## config.mk

```make
export PLATFORM = sky130hd
export DESIGN_NAME = rv_fetch_unit_flat
export DESIGN_NICKNAME = d
export VERILOG_FILES = /design/src/rtl/rv_fetch_unit_if.sv /design/src/rtl/rv_fetch_unit.sv /design/src/flat_wrapper.sv
export SDC_FILE = /design/constraint.sdc
export NUM_CORES = 1
export LEC_CHECK = 0
export CAP_MARGIN = 20
export CORE_ASPECT_RATIO = 1.1
export CORE_MARGIN = 2
export CORE_UTILIZATION = 50
export DETAILED_ROUTE_END_ITERATION = 8
export PLACE_DENSITY = 0.76
export SLEW_MARGIN = 20
export SYNTH_ARGS = -nofsm -noshare
export SYNTH_HDL_FRONTEND = slang
export SYNTH_SLANG_ARGS = --single-unit
```

## constraint.sdc

```tcl
create_clock -name i_clk -period 6.89 [get_ports i_clk]
set_clock_uncertainty 0.2 [all_clocks]
set_input_delay 1.7225 -clock i_clk [delete_from_list [all_inputs] [get_ports i_clk]]
set_output_delay 1.7225 -clock i_clk [all_outputs]
set_load 0.02 [all_outputs]
```

## src/rtl/rv_fetch_unit_if.sv

```systemverilog
// ---------------------------------------------------------------------------
// rv_fetch_unit_if
//
// Bundles every handshake/bus signal of the instruction fetch unit.
// Signal names keep the fetch unit's own point of view: o_* are driven by
// the fetch unit, i_* are driven by its surroundings (memory, decoder,
// redirect source).
//
// Valid/ready semantics (applies to both the imem request channel and the
// decoder channel): a transfer happens on a rising clock edge where valid
// and ready are both 1. A producer holding valid=1 keeps its payload stable
// until the transfer, except when a redirect flushes the channel. The
// response channel has no ready: i_imem_rsp_valid is always accepted.
//
// Groups:
//   imem request : o_imem_req_valid, i_imem_req_ready, o_imem_addr
//   imem response: i_imem_rsp_valid, i_imem_rsp_data
//   decoder      : o_valid, i_ready, o_opcode, o_pc
//   redirect     : i_redirect, i_redirect_addr
//   trap         : o_misaligned
//
// Modports: master = fetch unit, slave = environment.
// ---------------------------------------------------------------------------
interface rv_fetch_unit_if;
  logic        o_imem_req_valid;
  logic        i_imem_req_ready;
  logic [31:0] o_imem_addr;
  logic        i_imem_rsp_valid;
  logic [31:0] i_imem_rsp_data;
  logic        o_valid;
  logic        i_ready;
  logic [31:0] o_opcode;
  logic [31:0] o_pc;
  logic        i_redirect;
  logic [31:0] i_redirect_addr;
  logic        o_misaligned;

  modport master (
    output o_imem_req_valid,
    input  i_imem_req_ready,
    output o_imem_addr,
    input  i_imem_rsp_valid,
    input  i_imem_rsp_data,
    output o_valid,
    input  i_ready,
    output o_opcode,
    output o_pc,
    input  i_redirect,
    input  i_redirect_addr,
    output o_misaligned
  );

  modport slave (
    input  o_imem_req_valid,
    output i_imem_req_ready,
    input  o_imem_addr,
    output i_imem_rsp_valid,
    output i_imem_rsp_data,
    input  o_valid,
    output i_ready,
    input  o_opcode,
    input  o_pc,
    output i_redirect,
    output i_redirect_addr,
    input  o_misaligned
  );
endinterface

```

## src/rtl/rv_fetch_unit.sv

```systemverilog
// ---------------------------------------------------------------------------
// rv_fetch_unit
//
// Instruction fetch unit. Generates a sequential PC stream, issues word
// reads to instruction memory, buffers returned words together with their
// PCs in a small FIFO and presents them in order to the decoder. A redirect
// flushes the buffer, restarts fetch at the new PC and arranges for every
// response still in flight to be discarded when it arrives.
//
// Ports:
//   i_clk        clock, rising edge
//   i_rst_n      asynchronous active-low reset
//   bus          rv_fetch_unit_if.master (imem request/response, decoder
//                output, redirect input, misaligned trap)
//   o_dbg_state  current FSM state (0 = RUN, 1 = HALT)
//
// Optional feature, macro RV_FETCH_MISALIGN_CHECK_EN:
//   defined   - a redirect to a non word aligned address flushes and enters
//               HALT (no requests, in-flight responses dropped, sticky
//               o_misaligned=1) until an aligned redirect returns to RUN.
//   undefined - redirect address bits [1:0] are ignored, o_misaligned is 0
//               and the unit never leaves RUN.
// ---------------------------------------------------------------------------
module rv_fetch_unit #(
  parameter logic [31:0] RESET_PC   = 32'h0000_0000,
  parameter int          FIFO_DEPTH = 2,
  parameter int          CNT_W      = 2
) (
  input  logic            i_clk,
  input  logic            i_rst_n,
  rv_fetch_unit_if.master bus,
  output logic [0:0]      o_dbg_state
);

  localparam int AW = (FIFO_DEPTH > 1) ? $clog2(FIFO_DEPTH) : 1;

  localparam logic [0:0] ST_RUN  = 1'b0;
  localparam logic [0:0] ST_HALT = 1'b1;

  localparam logic [CNT_W:0] DEPTH_W = (CNT_W + 1)'(FIFO_DEPTH);

  logic [31:0]      fetch_pc;
  logic [0:0]       state;
  logic [0:0]       state_nxt;
  logic [CNT_W-1:0] outstanding;
  logic [CNT_W-1:0] outstanding_nxt;
  logic [CNT_W-1:0] drop;
  logic [CNT_W-1:0] fifo_cnt;

  // PCs of accepted requests, oldest first; one entry per in-flight request.
  logic [31:0]      pcq [FIFO_DEPTH];
  logic [AW-1:0]    pcq_wr;
  logic [AW-1:0]    pcq_rd;

  // Instruction buffer: word and its PC.
  logic [31:0]      fifo_data [FIFO_DEPTH];
  logic [31:0]      fifo_pc   [FIFO_DEPTH];
  logic [AW-1:0]    fifo_wr;
  logic [AW-1:0]    fifo_rd;

  logic             redirect;
  logic             req_valid;
  logic             req_hs;
  logic             rsp;
  logic             pop;
  logic             keep;
  logic             mis_redirect;
  logic [CNT_W:0]   used;
  logic [31:0]      redirect_pc;

  assign redirect    = bus.i_redirect;
  assign rsp         = bus.i_imem_rsp_valid;
  assign redirect_pc = {bus.i_redirect_addr[31:2], 2'b00};

  // An output handshake in a redirect cycle is void: the entry is flushed.
  assign pop  = (fifo_cnt != '0) & bus.i_ready & ~redirect;
  // Responses are kept only when nothing is pending for discard and no
  // redirect happens in the same cycle.
  assign keep = rsp & (drop == '0) & ~redirect;

  // Credit: in-flight requests plus buffered words must stay below the
  // buffer depth. The entry leaving this cycle already frees its slot, which
  // is what lets a 1-cycle memory sustain one instruction per cycle.
  assign used = {1'b0, outstanding} + {1'b0, fifo_cnt} - (CNT_W + 1)'(pop);

  // Gated directly by i_rst_n so no request is shown while reset is held.
  assign req_valid = i_rst_n & (state == ST_RUN) & ~redirect & (used < DEPTH_W);
  assign req_hs    = req_valid & bus.i_imem_req_ready;

  assign outstanding_nxt = outstanding + CNT_W'(req_hs) - CNT_W'(rsp);

`ifdef RV_FETCH_MISALIGN_CHECK_EN
  logic misaligned_q;

  assign mis_redirect = redirect & (bus.i_redirect_addr[1:0] != 2'b00);

  always_comb begin
    state_nxt = state;
    if (redirect) begin
      state_nxt = mis_redirect ? ST_HALT : ST_RUN;
    end
  end

  always_ff @(posedge i_clk or negedge i_rst_n) begin
    if (!i_rst_n) begin
      misaligned_q <= 1'b0;
    end else if (redirect) begin
      misaligned_q <= mis_redirect;
    end
  end

  assign bus.o_misaligned = misaligned_q;
`else
  logic unused_addr_lsb;

  assign unused_addr_lsb  = ^bus.i_redirect_addr[1:0];
  assign mis_redirect     = 1'b0;
  assign bus.o_misaligned = 1'b0;

  always_comb begin
    state_nxt = ST_RUN;
    if (mis_redirect) begin
      state_nxt = ST_HALT;
    end
  end
`endif

  // Fetch PC, FSM state and request/drop bookkeeping.
  always_ff @(posedge i_clk or negedge i_rst_n) begin
    if (!i_rst_n) begin
      fetch_pc    <= RESET_PC;
      state       <= ST_RUN;
      outstanding <= '0;
      drop        <= '0;
      pcq_wr      <= '0;
      pcq_rd      <= '0;
      for (int i = 0; i < FIFO_DEPTH; i++) begin
        pcq[i] <= '0;
      end
    end else begin
      state       <= state_nxt;
      outstanding <= outstanding_nxt;

      if (redirect) begin
        fetch_pc <= redirect_pc;
      end else if (req_hs) begin
        fetch_pc <= fetch_pc + 32'd4;
      end

      // Everything still in flight after this edge belongs to the old
      // stream, including a request accepted in the redirect cycle; a
      // response arriving in the redirect cycle is already excluded.
      if (redirect) begin
        drop <= outstanding_nxt;
      end else if (rsp && (drop != '0)) begin
        drop <= drop - CNT_W'(1);
      end

      if (req_hs) begin
        pcq[pcq_wr] <= fetch_pc;
        pcq_wr      <= pcq_wr + AW'(1);
      end
      if (rsp) begin
        pcq_rd <= pcq_rd + AW'(1);
      end
    end
  end

  // Instruction buffer.
  always_ff @(posedge i_clk or negedge i_rst_n) begin
    if (!i_rst_n) begin
      fifo_cnt <= '0;
      fifo_wr  <= '0;
      fifo_rd  <= '0;
      for (int i = 0; i < FIFO_DEPTH; i++) begin
        fifo_data[i] <= '0;
        fifo_pc[i]   <= '0;
      end
    end else if (redirect) begin
      fifo_cnt <= '0;
      fifo_wr  <= '0;
      fifo_rd  <= '0;
    end else begin
      if (keep) begin
        fifo_data[fifo_wr] <= bus.i_imem_rsp_data;
        fifo_pc[fifo_wr]   <= pcq[pcq_rd];
        fifo_wr            <= fifo_wr + AW'(1);
      end
      if (pop) begin
        fifo_rd <= fifo_rd + AW'(1);
      end
      fifo_cnt <= fifo_cnt + CNT_W'(keep) - CNT_W'(pop);
    end
  end

  assign bus.o_imem_req_valid = req_valid;
  assign bus.o_imem_addr      = fetch_pc;
  assign bus.o_valid          = (fifo_cnt != '0);
  assign bus.o_opcode         = fifo_data[fifo_rd];
  assign bus.o_pc             = fifo_pc[fifo_rd];
  assign o_dbg_state          = state;

endmodule
```

## src/flat_wrapper.sv

```systemverilog
// flat-port wrapper written by rule: the top's interface ports become plain ports
module rv_fetch_unit_flat 
#(
  parameter logic [31:0] RESET_PC   = 32'h0000_0000,
  parameter int          FIFO_DEPTH = 2,
  parameter int          CNT_W      = 2
)
  (i_clk, i_rst_n, o_dbg_state, bus_o_imem_req_valid, bus_i_imem_req_ready, bus_o_imem_addr, bus_i_imem_rsp_valid, bus_i_imem_rsp_data, bus_o_valid, bus_i_ready, bus_o_opcode, bus_o_pc, bus_i_redirect, bus_i_redirect_addr, bus_o_misaligned);
  rv_fetch_unit_if bus_i ();
  input  logic i_clk;
  input  logic i_rst_n;
  output logic [0:0] o_dbg_state;
  output wire logic [$bits(bus_i.o_imem_req_valid)-1:0] bus_o_imem_req_valid;
  input wire logic [$bits(bus_i.i_imem_req_ready)-1:0] bus_i_imem_req_ready;
  output wire logic [$bits(bus_i.o_imem_addr)-1:0] bus_o_imem_addr;
  input wire logic [$bits(bus_i.i_imem_rsp_valid)-1:0] bus_i_imem_rsp_valid;
  input wire logic [$bits(bus_i.i_imem_rsp_data)-1:0] bus_i_imem_rsp_data;
  output wire logic [$bits(bus_i.o_valid)-1:0] bus_o_valid;
  input wire logic [$bits(bus_i.i_ready)-1:0] bus_i_ready;
  output wire logic [$bits(bus_i.o_opcode)-1:0] bus_o_opcode;
  output wire logic [$bits(bus_i.o_pc)-1:0] bus_o_pc;
  input wire logic [$bits(bus_i.i_redirect)-1:0] bus_i_redirect;
  input wire logic [$bits(bus_i.i_redirect_addr)-1:0] bus_i_redirect_addr;
  output wire logic [$bits(bus_i.o_misaligned)-1:0] bus_o_misaligned;
  assign bus_o_imem_req_valid = bus_i.o_imem_req_valid;
  assign bus_i.i_imem_req_ready = bus_i_imem_req_ready;
  assign bus_o_imem_addr = bus_i.o_imem_addr;
  assign bus_i.i_imem_rsp_valid = bus_i_imem_rsp_valid;
  assign bus_i.i_imem_rsp_data = bus_i_imem_rsp_data;
  assign bus_o_valid = bus_i.o_valid;
  assign bus_i.i_ready = bus_i_ready;
  assign bus_o_opcode = bus_i.o_opcode;
  assign bus_o_pc = bus_i.o_pc;
  assign bus_i.i_redirect = bus_i_redirect;
  assign bus_i.i_redirect_addr = bus_i_redirect_addr;
  assign bus_o_misaligned = bus_i.o_misaligned;
  rv_fetch_unit #(.RESET_PC(RESET_PC), .FIFO_DEPTH(FIFO_DEPTH), .CNT_W(CNT_W)) u_core (.i_clk(i_clk), .i_rst_n(i_rst_n), .bus(bus_i), .o_dbg_state(o_dbg_state));
endmodule
```

==> run metrics <==
clock sink total 224; WL final 22,250 um; top_reg_cell synth dfrtp_1; Comb pwr share 38.6%; Yosys top cell area share 55.25%; Synth top cells by count dfrtp_1, mux2_2, nand2_1, nor2_1, o21ai_0; critical path capture point type output pin; area leader, netlist dfrtp_1; Avg Cell Area, Syn 11.98 sq um; H-tree depth 1; # rows 54; Place WS 882.1 ps; largest net degree at the start of global routing 93; clock buffer count from CTS 23; Final Max Slew Viols 0; Layout fillers 1,579; maximum VDD drop 287.4 uV; vias per cell 5.576; initial antenna violation count 0; Die X 139.8 um; WL/cell 17.67 um; gpl congestion 0.8254; total gr overflow 0; dpl cells 1,219; Worst EP required 4970 ps; Final WS setup 877.0 ps; outcome complete, no violations; fraction of layout instances using a drive strength above 1 23.83%; hpwl dp 14,200 um; Post-CTS Hold Fix Bufs 0; Seq/Total Area, Yosys 55.25%; via count 7,020; FFs w/ async S/R, synth 100.0%; PortBufs 161; Clock Latency Late Sink 510 ps; Pwr Density 434.3 mW/mm^2; clock share of power 21.4%; post-CTS sizing 0; sequential share of power 40.0%; DRC 0; Post-synth EDFFs 0; Antenna diodes 0; Setup TNS 0 ps; Slew @ Worst Pin 1023 ps; deepest clock path buffer count 3; Final min period 6013 ps; post-synthesis cell area 0.01014 sq mm; RSZ-0062 raised after global routing false; Cells after Synth 847; Synth area leaders dfrtp_1, mux2_2, mux2i_1; fmax 166.3 MHz; root buffer cell clkbuf_16; global-route wire length before repair 36,820 um; core area 0.01986 sq mm; Hold Crit Class reg2reg; Die ar. 0.02145 sq mm; vias in the first global route 7,068; Sw Ratio 33.19%; Overall Global Routing Usage 20.83%; Min Hold Slack 274.1 ps; Post-Layout Cell Count 1,259; P_sw 1.827 mW; nets 1,070; startpoint type of the worst setup path input pin; clock slew at reported path FFs 60 ps; DR pass1 iterations 4; # Post-CTS Setup Buffers 0; WP data arrival 4090 ps; warnings from Yosys 0; Final period util 87.27%; number of library cell types mapped by synthesis 46; critical path fanouts, max 4; critical path class in2out; I/O pins 170; worst relative slew slack 31.77%; DRT iter0 DRCs 381; die height 153.4 um; dominant cell by count in the synthesized netlist dfrtp_1; internal power 3.678 mW; Setup-failing EPs final 0; final hold violation count 0; starting density of the core 51.07%; register bit count reported by yosys 224; CTS tree built; Pleak 5.526 nW; Antenna Nets Post-Route 0; max-cap violation count 0; Syn-to-layout area delta 24.94%
[through the flow]
stage	power, mW	utilization, %	area, sq um
6_report	5.505	63.81	12670
5_1_grt	5.848	63.81	12670
4_1_cts	5.558	63.81	12670
3_5_place_dp	4.358	60.21	11960
3_3_place_gp	4.288	60.21	11960
2_1_floorplan	3.516	-	10160
[registers in the layout, indices dropped and copies added (netlist names)]
register                flops
u_core.bus.o_imem_addr     30
u_core.pcq_rd               1
u_core.fifo_pc             60
u_core.drop                 2
u_core.pcq_wr               1
u_core.fifo_rd              1
u_core.outstanding          2
u_core.fifo_data           64
u_core.pcq                 60
u_core.fifo_cnt             2
u_core.fifo_wr              1
[area by class of cell]
type                    count  area, sq um  share of cell area, %
flip-flops and latches    224         5607                  44.23
clock inverters            10        92.59                 0.7305
well taps                 252        315.3                  2.488
multi-input cells         558         4283                  33.79
inverters                  13        48.80                 0.3850
clock buffers              30        621.8                  4.906
repair buffers            172         1707                  13.46
[path summary, 6_finish.rpt]
path / startpoint / endpoint / slack [ps] / depth (start not counted)
min: u_core.fifo_pc[23] / u_core.fifo_pc[23] / 270 / 2
min in group asynchronous: i_rst_n / u_core.bus.o_imem_addr[31] / 1000 / 1
max reg2reg: u_core.fifo_cnt[0] / u_core.pcq[12] / 3010 / 12
max: bus_i_ready / bus_o_imem_req_valid / 880 / 8
min reg2reg: u_core.fifo_pc[23] / u_core.fifo_pc[23] / 270 / 2
max in group asynchronous: i_rst_n / u_core.fifo_rd / 4000 / 2
[worst max-delay path: stages]
cell and delay [ps]:
clkdlybuf4s50_1 450, nand2_1 90, nor3_1 260, o21ai_0 170, fa_1 400, xnor2_1 170, nor3_1 180, clkdlybuf4s50_1 640
[power groups by stage]
stage | clock network [mW] | logic (mW) | registers (mW)
6_report | 1.18 | 2.13 | 2.20
5_1_grt | 1.27 | 2.31 | 2.27
4_1_cts | 1.21 | 2.15 | 2.20
3_5_place_dp | 0 | 2.14 | 2.22
3_3_place_gp | 0 | 2.10 | 2.19
2_1_floorplan | 0 | 1.39 | 2.12
[metal layers]
metal | vias up | global-route usage, % | share of wire (%) | wire length (um)
li1 | 3302 | - | - | -
met1 | 3502 | 30.50 | 47 | 10370
met2 | 193 | 33.03 | 46 | 10310
met3 | 23 | 3.509 | 5.7 | 1278
met4 | 0 | 4.429 | 1.3 | 288
met5 | - | 0 | 0 | 0
[cells by family after synthesis]
kind of cell / after synthesis / synth area share, %
XOR/XNOR: 10 / 0.8633
AND/OR/NAND/NOR: 200 / 9.385
flip-flops: 224 / 55.25
buffers and inverters: 70 / 2.861
adder cells (fa/ha/maj): 8 / 1.061
AO/OA/AOI/OAI: 119 / 7.080
other: 1 / 0.03697
multiplexers: 215 / 23.46
[cells in the final DEF, fill, tap and decap left out, drive strengths merged, types with 13 or more instances in the layout]
cell type / count
buf: 13
mux2: 182
mux2i: 33
nor2: 54
inv: 14
o21ai: 52
nand2: 68
clkbuf: 30
nand3: 19
dfrtp: 224
a21oi: 33
clkdlybuf4s50: 159
Power figures use the tool's default switching activity.
